**src/rtl/phase_sequencer.sv**
```systemverilog
// Four-phase CPU sequencer: one-hot FT/DC/EX/WB enables, run/step/halt control,
// and arbitration of the shared RAM between the CPU and a host between instructions.
module phase_sequencer #(
  parameter int         CNT_W      = 16,
  parameter logic [3:0] HLT_OPCODE = 4'hF
) (
  input  logic             CLK,
  input  logic             RESET,
  input  logic             RUN,
  input  logic             STEP,
  input  logic             CLEAR_HALT,
  input  logic [3:0]       OP_CODE,
  input  logic             HOST_REQ,
  output logic             HOST_GNT,
  output logic             EN_FT,
  output logic             EN_DC,
  output logic             EN_EX,
  output logic             EN_WB,
  output logic             HALTED,
  output logic             BUSY,
  output logic [CNT_W-1:0] INSTR_CNT
);

  typedef enum logic [2:0] {
    S_IDLE,
    S_FT,
    S_DC,
    S_EX,
    S_WB,
    S_HALT,
    S_HOST
  } state_t;

  state_t state;
  state_t ret_state;
  state_t nxt;
  logic   halt_flag;

  // NOTE: every branch starts from a default so no latch is inferred.
  always_comb begin
    nxt = state;
    unique case (state)
      S_IDLE: begin
        if (HOST_REQ)         nxt = S_HOST;
        else if (RUN || STEP) nxt = S_FT;
      end
      S_FT: nxt = S_DC;
      S_DC: nxt = S_EX;
      S_EX: nxt = S_WB;
      S_WB: begin
        if (halt_flag)     nxt = S_HALT;
        else if (HOST_REQ) nxt = S_HOST;
        else if (RUN)      nxt = S_FT;
        else               nxt = S_IDLE;
      end
      S_HALT: begin
        if (CLEAR_HALT)    nxt = S_IDLE;
        else if (HOST_REQ) nxt = S_HOST;
      end
      S_HOST: begin
        if (!HOST_REQ) nxt = ret_state;
      end
      default: nxt = S_IDLE;
    endcase
  end

  // Outputs are registered from the next state, so they always equal a decode
  // of the state register and never depend combinationally on inputs.
  // NOTE: sequential state uses non-blocking assignments only.
  always_ff @(posedge CLK) begin
    if (RESET) begin
      state     <= S_IDLE;
      ret_state <= S_IDLE;
      halt_flag <= 1'b0;
      INSTR_CNT <= '0;
      EN_FT     <= 1'b0;
      EN_DC     <= 1'b0;
      EN_EX     <= 1'b0;
      EN_WB     <= 1'b0;
      HALTED    <= 1'b0;
      BUSY      <= 1'b0;
      HOST_GNT  <= 1'b0;
    end else begin
      state <= nxt;

      if (state == S_EX)
        halt_flag <= (OP_CODE == HLT_OPCODE);
      else if (state == S_HALT && CLEAR_HALT)
        halt_flag <= 1'b0;

      if (state == S_WB)
        INSTR_CNT <= INSTR_CNT + CNT_W'(1);

      // Remember where to go once the host releases the RAM.
      if (nxt == S_HOST && state != S_HOST)
        ret_state <= (state == S_HALT) ? S_HALT : S_IDLE;

      EN_FT    <= (nxt == S_FT);
      EN_DC    <= (nxt == S_DC);
      EN_EX    <= (nxt == S_EX);
      EN_WB    <= (nxt == S_WB);
      HALTED   <= (nxt == S_HALT);
      BUSY     <= (nxt == S_FT) || (nxt == S_DC) || (nxt == S_EX) || (nxt == S_WB);
      HOST_GNT <= (nxt == S_HOST);
    end
  end

endmodule
```
**config.mk**
```make
export PLATFORM = sky130hd
export DESIGN_NAME = phase_sequencer
export DESIGN_NICKNAME = d
export VERILOG_FILES = /design/src/rtl/phase_sequencer.sv
export SDC_FILE = /design/constraint.sdc
export NUM_CORES = 1
export LEC_CHECK = 0
export BUFFER_PORTS_ARGS = -buffer_cell sky130_fd_sc_hd__buf_2
export CORE_ASPECT_RATIO = 0.6
export CORE_UTILIZATION = 45
export CTS_BUF_LIST = sky130_fd_sc_hd__clkbuf_2 sky130_fd_sc_hd__clkbuf_4 sky130_fd_sc_hd__clkbuf_8
export CTS_CLUSTER_SIZE = 10
export DETAILED_ROUTE_END_ITERATION = 7
export PLACE_DENSITY = 0.8
export SYNTH_ARGS = -nofsm -noshare
export SYNTH_HDL_FRONTEND = slang
export SYNTH_SLANG_ARGS = --single-unit
```
**constraint.sdc**
```tcl
create_clock -name CLK -period 1.5 [get_ports CLK]
set_clock_uncertainty 0.05 [all_clocks]
set_input_delay 0.3 -clock CLK [delete_from_list [all_inputs] [get_ports CLK]]
set_output_delay 0.3 -clock CLK [all_outputs]
set_load 0.005 [all_outputs]
```
==> flow_summary.ini <==
[status]
outcome = complete, but fails checks
failing_checks = design-rule violations, negative setup slack

[worst_hold_path]
worstHoldPathCells = 2
hold_path_class = in2reg

[finish]
layout-drive-gt1-share_pct = 40.31
layout.cell_area.non_filler_um2 = 1734
antenna_cells = 0
post-route-util_pct = 66.44
cell_count_final_fillers_out = 223
area.growth.synth_to_final_pct = 34.17
nNetsFinal = 203

[logic_synthesis]
synthArstFlopShare_pct = 0
share_of_the_synthesized_area_in_compound_gates_ao_oa_aoi_oai_pct = 12.78
synthesis.area_um2 = 1292
synth-main-ff-cell = sky130_fd_sc_hd__dfxtp_1
synth_cell_types = 43
synth.avg_cell_area_um2 = 9.102
seq_area_frac_synth_pct = 43.37
synthCells = 142
synth_edf_count = 0
synth_xor_area_share_pct = 10.16
share_of_synthesized_area_spent_on_multiplexers_pct = 0.8712
synthAdderAreaFrac_pct = 0.9681
largest_family_of_logic_cells_by_synthesized_area = simple AND/OR/NAND/NOR gates
syn-num-nets = 153
synth.ff_latch_count = 28
fraction_of_the_mapped_netlist_area_in_simple_logic_gates_pct = 28.65
yosys_warnings = 0

[timing]
grt_setup_unrepaired = true
worst_slew_pin_slew_ns = 0.4445
report.final.setup_viol = 4
fmax_mhz = 659.8
final_worst_path_period_share_pct = 101.0
worst_hold_slack_ns = 0.3018
fin_worst_setup_slack_ns = -0.01571
maxSlewHeadroom_pct = 70.06
finalHoldViolCount = 0
fin_crit_ns = 1.516
slew_violations = 0

[route]
dr.pass1.iters = 7
dr.first_iter.drc_count = 90
vias_per_cell = 5.453
postRouteAntennaNets = 0
drc_errors = 3
routed_via_count = 1216
routed_wl_um = 3184
drt-wirelength-per-cell_um = 14.28

[setup_path]
r2r_cells = 6
critPathSlowestCell = sky130_fd_sc_hd__dfxtp_4
cp_num_cells = 6
cp_num_buf_inv = 1
cp-end-kind = register
crit_fanout = 6
cp_top_family = simple AND/OR/NAND/NOR gates
required_ns = 1.67
cpPeakStageDelay_ns = 0.38
timing.critical_path.cells = buf_6 > or3b_1 > o311a_1 > o21ai_4 > and2b_1 > nor2b_4
cp_data_arrival_time_ns = 1.69
setup.worst_path.class = reg2reg
cp-start-kind = register

[global_routing]
grt_pass1_vias = 1053
grt_antenna_before_repair = 0
grt_max_degree = 17
grt_first_pass_wirelength_um = 5057
grt_overflow_total = 0
track_usage_pct = 21.46

[pwr]
power-per-cell-area_nw_per_um2 = 1034
leakagePower_uw = 0.0007771
max-vdd-ir-drop_uv = 399.0

[place]
hpwl_um = 2382
post-place-cells = 216
number_of_i_o_port_buffers = 32
dpl-instance-area_um2 = 1579
gpl.final_weighted_congestion = 0.9192

[clocking]
cts_buffers = 3
clock_sink_count = 28
tritoncts = yes
ctsLongestPathBuffers = 2
clock_pin_slew_of_the_registers_on_the_worst_case_setup_and_hold_paths_ns = 0.10
ctsHtreeMaxLevel = 1
clkLatencyLatePin_ns = 0.28
cts_root_buffer = sky130_fd_sc_hd__clkbuf_8

[die]
ios = 33
initial_utilization_pct = 49.52
die-width_um = 71.19
fp.dieH_um = 43.52
num_rows = 14
design.die.area_um2 = 3098
core_um2 = 2610

[flow_run]
cap_viol_max_count = 0
-- what timing repair did --
| item | in CTS | in global routing |
|---|---|---|
| resized for setup | 7 | 17 |
| endpoints found under the setup margin | 18 | 11 |
| pin swaps | 1 | 4 |
| buffers inserted | 0 | 3 |
| hold buffers | 0 | 0 |
-- metrics by stage --
stage               total power, uW  TNS (ns)  setup slack, ns
floorplan                      1018         0          0.09543
global placement               1139   -0.3356         -0.05829
detailed placement             1145   -0.6861          -0.1192
CTS                            1742         0         0.004941
global route                   1876   -0.4522          -0.1013
finish                         1793  -0.04522         -0.01571
-- Yosys cell counts (2+ instances only) --
cell type	n	area, um2
sky130_fd_sc_hd__and2_1	2	12.51
sky130_fd_sc_hd__clkbuf_1	2	7.510
sky130_fd_sc_hd__xor2_1	12	105.1
sky130_fd_sc_hd__and3_1	4	25.02
sky130_fd_sc_hd__buf_2	3	15.01
sky130_fd_sc_hd__inv_1	2	7.510
sky130_fd_sc_hd__nand3_1	6	30.03
sky130_fd_sc_hd__nor2b_1	2	12.51
sky130_fd_sc_hd__or2b_1	2	15.01
sky130_fd_sc_hd__nand3b_1	2	15.01
sky130_fd_sc_hd__xnor2_1	3	26.28
sky130_fd_sc_hd__nor2_1	19	71.32
sky130_fd_sc_hd__nor3_1	2	10.01
sky130_fd_sc_hd__dfxtp_1	28	560.5
sky130_fd_sc_hd__a21oi_1	7	35.03
sky130_fd_sc_hd__o21ai_1	2	10.01
sky130_fd_sc_hd__nand2_1	11	41.29
sky130_fd_sc_hd__and4_1	3	26.28
sky130_fd_sc_hd__o21ai_0	3	15.01
sky130_fd_sc_hd__nand4_1	3	18.77
sky130_fd_sc_hd__a31o_1	2	17.52
-- registers in the layout (all words and copies together), names as in the netlist --
| register | count |
|---|---|
| INSTR_CNT | 16 |
| state | 3 |
| BUSY | 1 |
| EN_DC | 1 |
| EN_EX | 1 |
| EN_FT | 1 |
| EN_WB | 1 |
| HALTED | 1 |
| HOST_GNT | 1 |
| halt_flag | 1 |
| ret_state | 1 |
-- logic make-up after synthesis --
family	Yosys count
buf+inv	8
simple gates	66
flops	28
fa+ha+maj	1
mux	1
xor+xnor	15
compound gates	23
-- layout by cell type, fill, tap and decap left out, drive strengths merged, types with 2 or more instances in the layout --
master | synthesis | routed
a21oi | 8 | 8
a31o | 2 | 2
and2 | 2 | 2
and3 | 4 | 4
and4 | 3 | 3
and4bb | 2 | 2
buf | 4 | 51
clkbuf | 2 | 3
dfxtp | 28 | 28
inv | 2 | 2
nand2 | 12 | 12
nand3 | 6 | 6
nand3b | 2 | 2
nand4 | 3 | 3
nor2 | 19 | 19
nor2b | 3 | 3
nor3 | 2 | 2
nor3b | 2 | 2
o21ai | 6 | 6
or2b | 2 | 2
xnor2 | 3 | 3
xor2 | 12 | 12
-- final timing paths --
path	from	end	slack, ns
setup / recovery	state[1]$_SDFF_PP0_	HOST_GNT$_SDFF_PP0_	-0.02
hold / removal	RESET	INSTR_CNT[5]$_SDFFE_PP0N_	0.30
setup reg to reg	state[1]$_SDFF_PP0_	HOST_GNT$_SDFF_PP0_	-0.02
hold reg to reg	INSTR_CNT[15]$_SDFFE_PP0N_	INSTR_CNT[15]$_SDFFE_PP0N_	0.47
-- per-layer routing --
| metal | share of wire, % | up-vias | GRT usage, % | wire [um] |
|---|---|---|---|---|
| met4 | 0 | 0 | 4.800 | 0 |
| met5 | 0 | - | 0 | 0 |
| met3 | 8.2 | 0 | 5.116 | 260 |
| li1 | - | 591 | - | - |
| met1 | 47 | 565 | 31.27 | 1507 |
| met2 | 44 | 60 | 32.38 | 1416 |
-- area by class of cell --
| type | count | area, um2 |
|---|---|---|
| Fill cell | 214 | 875.8 |
| Multi-Input combinational cell | 106 | 737.0 |
| Sequential cell | 28 | 571.8 |
| Timing Repair Buffer | 51 | 306.5 |
| Clock buffer | 3 | 41.29 |
| Tap cell | 32 | 40.04 |
| Clock inverter | 1 | 30.03 |
| Inverter | 2 | 7.507 |
-- power breakdown --
group	leakage [uW]	switching, uW	internal [uW]
clock	0.0000357	239	357
sequential	0.000229	40.5	785
combinational	0.000512	182	190
(Power assumes the default switching activity.)
